<file path="src/rtl/adder_pkg.sv">
// Shared definitions for the pipelined add/subtract unit:
// operation encodings and configuration helpers.
package adder_pkg;

  typedef enum logic {
    OP_ADD = 1'b0,
    OP_SUB = 1'b1
  } op_e;

  function automatic int chunk_w(input int w, input int s);
    return w / s;
  endfunction

  function automatic bit cfg_ok(input int w, input int s);
    return (s >= 1) && (s <= w) && ((w % s) == 0);
  endfunction

endpackage

</file>
<file path="src/rtl/pipelined_adder_if.sv">
// Operand/result handshake bundle for pipelined_adder.
// master = operand producer and result consumer, slave = the adder.
interface pipelined_adder_if #(
  parameter int WIDTH = 16
);

  logic             in_valid;
  logic             in_ready;
  logic [WIDTH-1:0] A;
  logic [WIDTH-1:0] B;
  logic             Cin;
  logic             Sub;
  logic             out_valid;
  logic             out_ready;
  logic [WIDTH-1:0] Sum;
  logic             Cout;
  logic             Overflow;

  modport master (
    output in_valid, A, B, Cin, Sub, out_ready,
    input  in_ready, out_valid, Sum, Cout, Overflow
  );

  modport slave (
    input  in_valid, A, B, Cin, Sub, out_ready,
    output in_ready, out_valid, Sum, Cout, Overflow
  );

endinterface

</file>
<file path="src/rtl/adder_stage.sv">
// One combinational ripple slice of the pipelined adder,
// built from single-bit full adders.
module full_adder (
  input  logic a,
  input  logic b,
  input  logic ci,
  output logic s,
  output logic co
);

  assign s  = a ^ b ^ ci;
  assign co = (a & b) | (ci & (a ^ b));

endmodule

module adder_stage #(
  parameter int W = 4
) (
  input  logic [W-1:0] a,
  input  logic [W-1:0] b,
  input  logic         cin,
  output logic [W-1:0] sum,
  output logic         cout,
  output logic         c_msb_in
);

  logic [W:0] c;

  assign c[0] = cin;

  for (genvar i = 0; i < W; i++) begin : g_bit
    full_adder u_fa (
      .a  (a[i]),
      .b  (b[i]),
      .ci (c[i]),
      .s  (sum[i]),
      .co (c[i+1])
    );
  end

  assign cout     = c[W];
  assign c_msb_in = c[W-1];

endmodule

</file>
<file path="src/rtl/pipelined_adder.sv">
// Pipelined add/subtract unit, one CHUNK-bit slice per stage.
// ADDER_SAT_EN: clamp Sum to unsigned range in the final stage.
module pipelined_adder
  import adder_pkg::*;
#(
  parameter int WIDTH  = 16,
  parameter int STAGES = 4
) (
  input  logic             clk,
  input  logic             rst_n,
  pipelined_adder_if.slave bus
);

  localparam bit CFG_OK = cfg_ok(WIDTH, STAGES);
  localparam int CHUNK  = CFG_OK ? chunk_w(WIDTH, STAGES) : 0;

  logic             advance;
  logic             accept;

  logic             vi [STAGES];
  logic             ci [STAGES];
  logic             co [STAGES];
  logic             cm [STAGES];
  logic [WIDTH-1:0] ai [STAGES];
  logic [WIDTH-1:0] bi [STAGES];
  logic [WIDTH-1:0] si [STAGES];
  logic [WIDTH-1:0] sn [STAGES];
  logic [CHUNK-1:0] cs [STAGES];

  logic             v_q [STAGES];
  logic             c_q [STAGES];
  logic [WIDTH-1:0] a_q [STAGES];
  logic [WIDTH-1:0] b_q [STAGES];
  logic [WIDTH-1:0] s_q [STAGES];
  logic             ov_q;
  logic [WIDTH-1:0] fin;

`ifdef ADDER_SAT_EN
  logic             subi  [STAGES];
  logic             sub_q [STAGES];
`endif

  assign advance       = !v_q[STAGES-1] || bus.out_ready;
  assign bus.in_ready  = rst_n && advance;
  assign accept        = bus.in_valid && bus.in_ready;
  assign bus.out_valid = v_q[STAGES-1];
  assign bus.Sum       = s_q[STAGES-1];
  assign bus.Cout      = c_q[STAGES-1];
  assign bus.Overflow  = ov_q;

  for (genvar k = 0; k < STAGES; k++) begin : g_stg
    if (k == 0) begin : g_in
      // Subtract is A + ~B + 1; the +1 rides in on the stage-0 carry
      assign vi[0] = accept;
      assign ai[0] = bus.A;
      assign bi[0] = (bus.Sub == OP_SUB) ? ~bus.B : bus.B;
      assign ci[0] = (bus.Sub == OP_SUB) ? 1'b1 : bus.Cin;
      assign si[0] = '0;
`ifdef ADDER_SAT_EN
      assign subi[0] = bus.Sub;
`endif
    end else begin : g_chain
      assign vi[k] = v_q[k-1];
      assign ai[k] = a_q[k-1];
      assign bi[k] = b_q[k-1];
      assign ci[k] = c_q[k-1];
      assign si[k] = s_q[k-1];
`ifdef ADDER_SAT_EN
      assign subi[k] = sub_q[k-1];
`endif
    end

    adder_stage #(
      .W (CHUNK)
    ) u_stage (
      .a        (ai[k][k*CHUNK +: CHUNK]),
      .b        (bi[k][k*CHUNK +: CHUNK]),
      .cin      (ci[k]),
      .sum      (cs[k]),
      .cout     (co[k]),
      .c_msb_in (cm[k])
    );

    assign sn[k] = si[k] | (WIDTH'(cs[k]) << (k * CHUNK));
  end

  always_comb begin
    fin = sn[STAGES-1];
`ifdef ADDER_SAT_EN
    if (subi[STAGES-1] == OP_ADD && co[STAGES-1])
      fin = '1;
    else if (subi[STAGES-1] == OP_SUB && !co[STAGES-1])
      fin = '0;
`endif
  end

  always_ff @(posedge clk or negedge rst_n) begin
    if (!rst_n) begin
      for (int k = 0; k < STAGES; k++) begin
        v_q[k] <= 1'b0;
        c_q[k] <= 1'b0;
        a_q[k] <= '0;
        b_q[k] <= '0;
        s_q[k] <= '0;
`ifdef ADDER_SAT_EN
        sub_q[k] <= 1'b0;
`endif
      end
      ov_q <= 1'b0;
    end else if (advance) begin
      for (int k = 0; k < STAGES; k++) begin
        v_q[k] <= vi[k];
        c_q[k] <= co[k];
        a_q[k] <= ai[k];
        b_q[k] <= bi[k];
        s_q[k] <= (k == STAGES - 1) ? fin : sn[k];
`ifdef ADDER_SAT_EN
        sub_q[k] <= subi[k];
`endif
      end
      ov_q <= cm[STAGES-1] ^ co[STAGES-1];
    end
  end

endmodule

</file>
<file path="src/flat_wrapper.sv">
// flat-port wrapper written by rule: the top's interface ports become plain ports
module pipelined_adder_flat import adder_pkg::*;
#(
  parameter int WIDTH  = 16,
  parameter int STAGES = 4
)
  (clk, rst_n, bus_in_valid, bus_A, bus_B, bus_Cin, bus_Sub, bus_out_ready, bus_in_ready, bus_out_valid, bus_Sum, bus_Cout, bus_Overflow);
  pipelined_adder_if #(.WIDTH(WIDTH)) bus_i ();
  input  logic clk;
  input  logic rst_n;
  input wire logic [$bits(bus_i.in_valid)-1:0] bus_in_valid;
  input wire logic [$bits(bus_i.A)-1:0] bus_A;
  input wire logic [$bits(bus_i.B)-1:0] bus_B;
  input wire logic [$bits(bus_i.Cin)-1:0] bus_Cin;
  input wire logic [$bits(bus_i.Sub)-1:0] bus_Sub;
  input wire logic [$bits(bus_i.out_ready)-1:0] bus_out_ready;
  output wire logic [$bits(bus_i.in_ready)-1:0] bus_in_ready;
  output wire logic [$bits(bus_i.out_valid)-1:0] bus_out_valid;
  output wire logic [$bits(bus_i.Sum)-1:0] bus_Sum;
  output wire logic [$bits(bus_i.Cout)-1:0] bus_Cout;
  output wire logic [$bits(bus_i.Overflow)-1:0] bus_Overflow;
  assign bus_i.in_valid = bus_in_valid;
  assign bus_i.A = bus_A;
  assign bus_i.B = bus_B;
  assign bus_i.Cin = bus_Cin;
  assign bus_i.Sub = bus_Sub;
  assign bus_i.out_ready = bus_out_ready;
  assign bus_in_ready = bus_i.in_ready;
  assign bus_out_valid = bus_i.out_valid;
  assign bus_Sum = bus_i.Sum;
  assign bus_Cout = bus_i.Cout;
  assign bus_Overflow = bus_i.Overflow;
  pipelined_adder #(.WIDTH(WIDTH), .STAGES(STAGES)) u_core (.clk(clk), .rst_n(rst_n), .bus(bus_i));
endmodule
</file>
<file path="config.mk">
export PLATFORM = sky130hd
export DESIGN_NAME = pipelined_adder_flat
export DESIGN_NICKNAME = d
export VERILOG_FILES = /design/src/rtl/adder_pkg.sv /design/src/rtl/pipelined_adder_if.sv /design/src/rtl/adder_stage.sv /design/src/rtl/pipelined_adder.sv /design/src/flat_wrapper.sv
export SDC_FILE = /design/constraint.sdc
export NUM_CORES = 1
export LEC_CHECK = 0
export BUFFER_PORTS_ARGS = -buffer_cell sky130_fd_sc_hd__buf_4
export CAP_MARGIN = 5
export CORE_UTILIZATION = 30
export CTS_CLUSTER_SIZE = 16
export DETAILED_ROUTE_END_ITERATION = 10
export MAX_ROUTING_LAYER = met4
export PLACE_DENSITY = 0.48
export SLEW_MARGIN = 20
export SYNTH_ARGS = -nofsm -noshare
export SYNTH_HDL_FRONTEND = slang
export SYNTH_HIERARCHICAL = 1
export SYNTH_SLANG_ARGS = --single-unit
</file>
<file path="constraint.sdc">
create_clock -name clk -period 2.85 [get_ports clk]
set_clock_uncertainty 0.15 [all_clocks]
set_input_delay 0.1425 -clock clk [delete_from_list [all_inputs] [get_ports clk]]
set_output_delay 0.1425 -clock clk [all_outputs]
set_load 0.05 [all_outputs]
</file>
; Word level (Yosys, flattened, before mapping)
; Cells that the tools add are included.
[totals]
wordCells = 110
regBits = 157
[classes]
n_mux = 2
bitwise_logic = 85
reduce_logical = 4
[ops]
columns = cell, count
row1 = XOR 1 bit, 33
row2 = bitwise AND 1 bit, 32
row3 = two-way mux 16 bit, 1
row4 = inverter 16 bit, 1
row5 = bitwise OR 1 bit, 16
row6 = bitwise OR 16 x 12 -> 16 bit, 1
row7 = bitwise OR 16 bit, 1
row8 = bitwise OR 4 x 8 -> 8 bit, 1
row9 = logical AND 1 bit, 2
row10 = zero test 1 bit, 1
row11 = logical OR 1 bit, 1
row12 = two-way mux 1 bit, 1

; Depth between registers and ports, before layout
; Gate-level depths: netlist of the first run.
[logic_depth]
word_depth = 11
mapped_depth = 8
ltp_nobuf = 6

; Hierarchy
; The synthesis of the first run kept the hierarchy.
[modules_own_cells]
columns = module, cells_each, n_inst, seq_area_each_um2, area_each_um2
row1 = pipelined_adder, 245, 1, 2427.3, 3972.6
row2 = full_adder, 1, 16, 0.0, 20.0

; Worst setup path after synthesis of the first run
; No wires, ideal clock.
[synth_timing]
kind = input to register
from = in bus_Sub
to = reg u_core/s_q[51] (netlist name)
required_time_ns = 2.575
t_arrival_ns = 2.606
path_buffers = 2
slack_ns = -0.031
stages = 8
cell_sequence = buf_2 > buf_4 > or2_2 > fa_1 > fa_1 > fa_1 > fa_1 > mux2_2
[synth_rtl]
columns = item, line
row1 = start: declaration, flat_wrapper.sv:15  ; input wire logic [$bits(bus_i.Sub)-1:0] bus_Sub;
row2 = end signal: indexed assignment, pipelined_adder.sv:116  ; s_q[k] <= (k == STAGES - 1) ? fin : sn[k];
row3 = end: declaration, pipelined_adder.sv:34  ; logic [WIDTH-1:0] s_q [STAGES];

==> summary.txt, run 1 <==
total I/O pin count: 58
final hold slack: 0.0550 ns
CP endpoint kind: flop
CTS tree: built
CTS sink cnt: 97
Longest Clk Path Bufs: 2
via count: 2115
row cnt: 43
Synth Cell Area: 0.00429 mm²
H-tree Lvls: 3
Final setup viols: 0
post-layout min period: 2.69 ns
Area growth, synth to finish: 22.9%
Worst-path clk slew: 0.07 ns
DRC viols: 0
Routed WL: 6.91 mm
largest net degree at the start of global routing: 70
first-pass GRT wire length: 12.0 mm
Netlist cell types: 15
IO Port Bufs: 57
most frequent cells in the layout: dfrtp_1, mux2_2, buf_4
Setup Crit Path Kind: reg2reg
worst vdd ir: 0.656 mV
commonest non-fill, non-tap cell in the layout: dfrtp_1
total power: 5900 µW
Final Cell Area: 0.00528 mm²
1st-pass router iterations: 3
Least-Margin Pin Slew: 0.396 ns
ANT cells: 0
dpl hpwl: 4.63 mm
Seq/Total Area, Yosys: 56.5%
Syn Nets: 315
vias per cell: 4.20
Initial Utilization: 30.8%
Root Buffer: clkbuf_16
fillcell total: 1321
Startpoint Class: flop
Placed Instance Area: 0.00480 mm²
crit path DAT: 2.77 ns
r2r setup slk: 0.16 ns
Fin Setup TNS: 0 ns
Syn Inst Count: 261
die footprint: 0.0148 mm²
Hold Crit Class: in2reg
total CTS buffers: 9
LEAKAGE: 0.00235 µW
final number of max-transition violations: 0
Fin. Hold Viols: 0
DRT iter0 DRCs: 96
Avg WL per Cell: 13.7 µm
All-Layer GR Usage: 11.1%
Max Fclk: 371 MHz
Yosys warning total: 6
Final GP Congestion: 0.642
Final nets: 372
status: finished clean
Core ar.: 0.0139 mm²
Max-Slew Margin vs Limit: 73.6%
RSZ-0062 raised after global routing: false
#FFs+latches synth: 97
worst-skew pair later-pin latency: 0.34 ns
WP data required: 2.92 ns
antenna violation net count after detailed routing: 0
Final Cycle Share: 94.5%
Die Width: 122 µm
synthesized area per cell: 16.4 µm²
vias in the first global route: 2289
Crit Path Max Fanout: 2
die height: 122 µm
initial antenna violation count: 0
Max-cap violations: 0
Power Density: 1120 mW/mm²
share of layout cells above drive strength 1: 53.9%
post-layout util: 37.9%
grt ovf: 0
[path summary, 6_finish.rpt]
| check | to | cells after the start | start |
|---|---|---|---|
| hold / removal | u_core/b_q[54]$_DFFE_PN0P_ | 3 | bus_B[6] |
| max in group asynchronous | u_core/a_q[59]$_DFFE_PN0P_ | 3 | rst_n |
| min in group asynchronous | u_core/b_q[29]$_DFFE_PN0P_ | 2 | rst_n |
| setup reg to reg | u_core/bus.Overflow$_DFFE_PN0P_ | 6 | u_core/a_q[28]$_DFFE_PN0P_ |
| hold reg to reg | u_core/bus.out_valid$_DFFE_PN0P_ | 1 | u_core/v_q[1]$_DFFE_PN0P_ |
| setup / recovery | u_core/bus.Overflow$_DFFE_PN0P_ | 6 | u_core/a_q[28]$_DFFE_PN0P_ |
[flip-flops by register name (all words and copies together), names as in the netlist]
signal                count
u_core/a_q               24
u_core/b_q               24
u_core/bus.Cout           1
u_core/bus.Overflow       1
u_core/bus.Sum           16
u_core/bus.out_valid      1
u_core/c_q                3
u_core/s_q               24
u_core/v_q                3
[kinds of logic after synthesis]
kind of cell	count (synthesis)	share of synthesized area (%)
DFF	97	56.5
muxes	96	26.6
buffers and inverters	30	5.04
xor gates and xnor gates	17	3.47
adders and majority gates	16	7.46
and+or+nand+nor	5	0.845
[worst max-delay path, cell delays in order, from the launching register on]
cell     delay, ns
dfrtp_1       0.40
fa_1          0.43
fa_1          0.39
fa_2          0.37
fa_1          0.41
xor2_1        0.17
mux2_2        0.25
[synth_stat cells, drive strengths merged]
cell / number / share of area, %
dfrtp: 97 / 57
mux2: 95 / 26
buf: 29 / 5.0
xor2: 17 / 3.5
fa: 16 / 7.5
nand2b: 2 / 0.47
and2: 1 / 0.15
inv: 1 / 0.087
mux2i: 1 / 0.23
nand2: 1 / 0.087
or2: 1 / 0.15
[report_power, final]
part           internal (µW)  switching, µW
clock                    817            501
sequential              1980            342
combinational           1170           1100
[timing repair]
| item | in CTS | in global routing |
|---|---|---|
| hold buffers | 14 | 0 |
| hold endpoints to repair | 41 | 0 |
| endpoints found under the setup margin | 0 | 1 |
| resized for setup | 0 | 1 |
| buffers inserted | 0 | 0 |
[per-stage QoR]
step | worst slack, ns | std cells
2_1_floorplan | 0.00246 | 261
3_3_place_gp | 0.121 | 473
3_5_place_dp | 0.0784 | 473
4_1_cts | 0.0702 | 503
5_1_grt | 0.0505 | 503
6_report | 0.155 | 503
[per-layer routing]
layer / track usage (%) / up-vias / share of wire (%)
li1: - / 987 / -
met1: 14.5 / 1083 / 47
met2: 15.7 / 33 / 47
met3: 2.20 / 12 / 3.3
met4: 6.94 / 0 / 2.7
met5: - / - / 0
[cell type report]
| cell class | count | area, µm² | share of cell area [%] |
|---|---|---|---|
| repair buffers | 75 | 636 | 12.0 |
| clock buffers | 12 | 256 | 4.86 |
| clock inverters | 4 | 75.1 | 1.42 |
| flip-flops and latches | 97 | 2430 | 46.0 |
| well taps | 180 | 225 | 4.27 |
| inverters | 1 | 3.75 | 0.0712 |
| multi-input cells | 134 | 1650 | 31.3 |
Power figures use the tool's default switching activity.
==> run 2: changes to the inputs <==
--- a/config.mk
+++ b/config.mk
@@ -10,8 +10,10 @@
 export CORE_UTILIZATION = 30
 export CTS_CLUSTER_SIZE = 16
 export DETAILED_ROUTE_END_ITERATION = 10
+export GPL_TIMING_DRIVEN = 0
 export MAX_ROUTING_LAYER = met4
 export PLACE_DENSITY = 0.48
+export REMOVE_ABC_BUFFERS = 1
 export SLEW_MARGIN = 20
 export SYNTH_ARGS = -nofsm -noshare
 export SYNTH_HDL_FRONTEND = slang
==> summary.txt, run 2 (same netlist as run 1, synthesis figures left out) <==
status: finished clean
Final nets: 370
CTS sink cnt: 97
initial antenna violation count: 0
hold depth: 3
first-pass GRT wire length: 11.0 mm
Final setup viols: 0
LEAKAGE: 0.00232 µW
r2r setup slk: 0.13 ns
reg-to-reg startpoint: u_core/a_q[28]$_DFFE_PN0P_
total CTS buffers: 9
worst min-delay path startpoint: bus_B[15]
dpl hpwl: 4.18 mm
Core ar.: 0.0139 mm²
commonest non-fill, non-tap cell in the layout: dfrtp_1
CP delay by family, top: adder cells
total I/O pin count: 58
Final GP Congestion: 0.627
Least-Margin Pin Slew: 0.893 ns
fillcell total: 1322
Max-Slew Margin vs Limit: 40.5%
Placed Instance Area: 0.00478 mm²
Setup Crit Path Kind: reg2reg
most used cell, CP: fa_1
vias per cell: 4.21
WP data required: 2.92 ns
CP endpoint kind: flop
multi-input logic area: 0.00165 mm²
Longest Clk Path Bufs: 2
Crit Path Max Fanout: 2
row cnt: 43
DRT iter0 DRCs: 81
postcts setup bufs: 0
Max-cap violations: 0
crit path DAT: 2.80 ns
die height: 122 µm
vias in the first global route: 2227
Startpoint Class: flop
Largest regs: u_core/a_q (24), u_core/b_q (24), u_core/s_q (24)
DRC viols: 0
worst vdd ir: 0.352 mV
CTS tree: built
ANT cells: 0
Max Fclk: 367 MHz
1st-pass router iterations: 4
Avg WL per Cell: 13.0 µm
critical path's slowest cell: fa_1
All-Layer GR Usage: 10.3%
Hold Path End: u_core/b_q[63]$_DFFE_PN0P_
register area: 0.00243 mm²
post-layout min period: 2.72 ns
placed insts: 471
IO Port Bufs: 57
worst-skew pair later-pin latency: 0.34 ns
antenna violation net count after detailed routing: 0
Worst path max stage delay: 0.44 ns
post-layout util: 37.3%
grt ovf: 0
share of layout cells above drive strength 1: 53.0%
Layout Cells excl Fill: 497
final number of max-transition violations: 0
via count: 2094
RSZ-0062 raised after global routing: false
Fin Setup TNS: 0 ns
H-tree Lvls: 3
Final Cell Area: 0.00520 mm²
Fin. Hold Viols: 0
largest net degree at the start of global routing: 100
Die Width: 122 µm
Initial Utilization: 30.8%
Final Cycle Share: 95.5%
Root Buffer: clkbuf_16
Routed WL: 6.48 mm
reg-to-reg endpoint: u_core/bus.Overflow$_DFFE_PN0P_
Worst-path clk slew: 0.06 ns
Power Density: 1090 mW/mm²
die footprint: 0.0148 mm²
FF-to-FF path depth: 6
Hold Crit Class: in2reg
worst path buffer plus inverter count: 0
most frequent cells in the layout: dfrtp_1, mux2_2, buf_4
Area growth, synth to finish: 21.1%
cell breakdown of the critical path: fa_1 -> fa_1 -> fa_2 -> fa_1 -> xor2_1 -> mux2_2
## run 2: how the worst max path moves through the flow
stage,startpoint,end,slack [ns],depth (start not counted)
after floorplan,u_core/a_q[28]$_DFFE_PN0P_,u_core/bus.Overflow$_DFFE_PN0P_,0.17,6
after global routing,u_core/a_q[28]$_DFFE_PN0P_,u_core/bus.Overflow$_DFFE_PN0P_,0.009,6
after global placement,bus_Sub,u_core/s_q[51]$_DFFE_PN0P_,-0.08,7
after CTS,u_core/a_q[28]$_DFFE_PN0P_,u_core/bus.Overflow$_DFFE_PN0P_,0.02,6
after detailed placement,bus_Sub,u_core/s_q[51]$_DFFE_PN0P_,-0.11,7
final,u_core/a_q[28]$_DFFE_PN0P_,u_core/bus.Overflow$_DFFE_PN0P_,0.13,6
## run 2: tightest hold or removal path: stages
cell    delay [ns]
buf_4         0.08
xor2_1        0.13
mux2_2        0.15
## run 2: through the flow
step | setup WS (ns) | hold slack (ns) | total power, µW
CTS | 0.0207 | 0.0333 | 5810
floorplan | 0.168 | -0.303 | 3950
detailed placement | -0.115 | 0.171 | 4600
finish | 0.127 | 0.0457 | 5680
global route | 0.00911 | 0.0432 | 6110
global placement | -0.0842 | 0.227 | 4530
## run 2: report_power, final
part | switching (µW) | internal, µW | leakage [µW]
clock network | 469 | 685 | 0.000133
registers | 328 | 1980 | 0.00113
logic | 1070 | 1150 | 0.00105
## run 2: metal layers
metal / vias up / wire length [µm] / share of wire, % / GRT usage (%)
met4: 0 / 87 / 1.3 / 3.70
li1: 970 / - / - / -
met5: - / 0 / 0 / -
met3: 6 / 318 / 4.9 / 4.07
met1: 1077 / 2980 / 46 / 12.5
met2: 41 / 3100 / 48 / 15.6
## run 2: layout make-up
cell class                 instances  area share [%]
inverter                           1          0.0722
tap                              180            4.33
sequential                        97            46.7
clock inverter                     1           0.577
multi-input combinational        134            31.8
clock buffer                      11            4.67
timing repair buffer              73            11.9
## run 2: what timing repair did
action | CTS | global route
hold endpoints to repair | 110 | 0
gates resized for setup | 0 | 1
hold buffers | 14 | 0
setup endpoints to repair | 0 | 1
==> run 3: changes to the inputs <==
--- a/config.mk
+++ b/config.mk
@@ -13,9 +13,11 @@
 export GPL_TIMING_DRIVEN = 0
 export MAX_ROUTING_LAYER = met4
 export PLACE_DENSITY = 0.48
+export RECOVER_POWER = 50
 export REMOVE_ABC_BUFFERS = 1
 export SLEW_MARGIN = 20
 export SYNTH_ARGS = -nofsm -noshare
 export SYNTH_HDL_FRONTEND = slang
 export SYNTH_HIERARCHICAL = 1
 export SYNTH_SLANG_ARGS = --single-unit
+export TNS_END_PERCENT = 10
==> summary.txt, run 3 (same netlist as run 1, synthesis figures left out) <==
status: finished clean
worst-skew pair later-pin latency: 0.34 ns
CP endpoint kind: flop
LEAKAGE: 0.00224 µW
Initial Utilization: 30.8%
die height: 122 µm
DRT iter0 DRCs: 78
Setup crit end: u_core/bus.Overflow$_DFFE_PN0P_
dpl hpwl: 4.18 mm
crit path from: u_core/a_q[28]$_DFFE_PN0P_
Root Buffer: clkbuf_16
Max Fclk: 367 MHz
most used cell, CP: fa_1
H-tree Lvls: 3
fillcell total: 1341
reg-to-reg startpoint: u_core/a_q[28]$_DFFE_PN0P_
vias per cell: 4.23
Worst path max stage delay: 0.44 ns
Max-Slew Margin vs Limit: 11.1%
total CTS buffers: 9
post-layout util: 36.7%
Longest Clk Path Bufs: 2
worst vdd ir: 0.352 mV
Final GP Congestion: 0.627
Hold Crit Class: in2reg
Setup WS post-layout: 0.122 ns
All-Layer GR Usage: 10.3%
reg-to-reg endpoint: u_core/bus.Overflow$_DFFE_PN0P_
FF-to-FF path depth: 6
Area growth, synth to finish: 19.0%
Final nets: 370
Routed WL: 6.50 mm
row cnt: 43
Final setup viols: 0
Final Cell Area: 0.00511 mm²
total I/O pin count: 58
post-layout min period: 2.73 ns
dpl ws: -0.115 ns
Least-Margin Pin Slew: 1.33 ns
commonest non-fill, non-tap cell in the layout: dfrtp_1
Max-cap violations: 0
postcts setup bufs: 0
crit path DAT: 2.80 ns
vias in the first global route: 2227
CTS sink cnt: 97
Fin. Hold Viols: 0
final hold slack: 0.0459 ns
die footprint: 0.0148 mm²
via count: 2100
DRC viols: 0
cell breakdown of the critical path: fa_1 -> fa_1 -> fa_2 -> fa_1 -> xor2_1 -> mux2_2
RSZ-0062 raised after global routing: false
initial antenna violation count: 0
antenna violation net count after detailed routing: 0
Avg WL per Cell: 13.1 µm
Die Width: 122 µm
Setup Crit Path Kind: reg2reg
worst min-delay path startpoint: bus_B[15]
Power Density: 1090 mW/mm²
r2r setup slk: 0.12 ns
share of layout cells above drive strength 1: 46.1%
most frequent cells in the layout: dfrtp_1, mux2_2, buf_4
IO Port Bufs: 57
Crit Path Max Fanout: 2
Worst-path clk slew: 0.06 ns
Largest regs: u_core/a_q (24), u_core/b_q (24), u_core/s_q (24)
CTS tree: built
Startpoint Class: flop
grt ovf: 0
final number of max-transition violations: 0
Placed Instance Area: 0.00478 mm²
first-pass GRT wire length: 11.0 mm
1st-pass router iterations: 4
Core ar.: 0.0139 mm²
ANT cells: 0
WP data required: 2.92 ns
Final Cycle Share: 95.7%
critical path's slowest cell: fa_1
largest net degree at the start of global routing: 100
[run 3: cell types whose count changed in the layout (fill, tap and decap cells not counted)]
cell      before  now
buf_4         56   37
buf_6          1    0
clkbuf_1       1   20
clkbuf_4       0    1
mux2_1         0    2
mux2_4        17   15
nand2b_1       1    2
nand2b_4       1    0
[run 3: report_power, final]
group / total, µW / switching, µW / internal, µW
registers: 2300 / 319 / 1980
logic: 2100 / 1070 / 1020
clock network: 1150 / 469 / 685
[run 3: critical path: cells and delay by family, from the launching register on]
kind	cells	cell delay, ns
XOR/XNOR	1	0.17
flip-flops	1	0.40
multiplexers	1	0.26
adder cells (fa/ha/maj)	4	1.64
[run 3: worst min path at each step]
stage / slack [ns] / end / depth (start not counted)
finish: 0.05 / u_core/b_q[63]$_DFFE_PN0P_ / 3
global route: 0.04 / u_core/b_q[60]$_DFFE_PN0P_ / 3
CTS: 0.03 / u_core/b_q[57]$_DFFE_PN0P_ / 3
detailed placement: 0.17 / u_core/bus.out_valid$_DFFE_PN0P_ / 1
global placement: 0.23 / u_core/a_q[61]$_DFFE_PN0P_ / 2
floorplan: -0.30 / u_core/a_q[28]$_DFFE_PN0P_ / 0
[run 3: metrics by stage]
| stage | total power [µW] | std cells | TNS [ns] |
|---|---|---|---|
| after floorplan | 3950 | 232 | 0 |
| after global placement | 4530 | 469 | -0.0868 |
| after detailed placement | 4600 | 471 | -0.152 |
| after CTS | 5810 | 497 | 0 |
| after global routing | 5970 | 497 | 0 |
| final | 5550 | 497 | 0 |
[run 3: area by class of cell]
class	count	area (µm²)	share of cell area, %
Inverter	1	3.75	0.0735
Multi-Input combinational cell	134	1640	32.0
Timing Repair Buffer	73	544	10.7
Sequential cell	97	2430	47.5
Clock buffer	11	243	4.75
Clock inverter	1	30.0	0.588
Tap cell	180	225	4.41
[run 3: routing by layer]
layer | share of wire, % | up-vias | global-route usage [%]
met2 | 48 | 41 | 15.6
met1 | 46 | 1083 | 12.5
met4 | 1.3 | 0 | 3.70
met3 | 5.0 | 6 | 4.07
li1 | - | 970 | -
met5 | 0 | - | -
[run 3: repair_timing]
item                                    4_1_cts  5_1_grt
endpoints found under the setup margin        0        1
hold buffers                                 14        0
resized for setup                             0        1
endpoints found under the hold margin       110        0
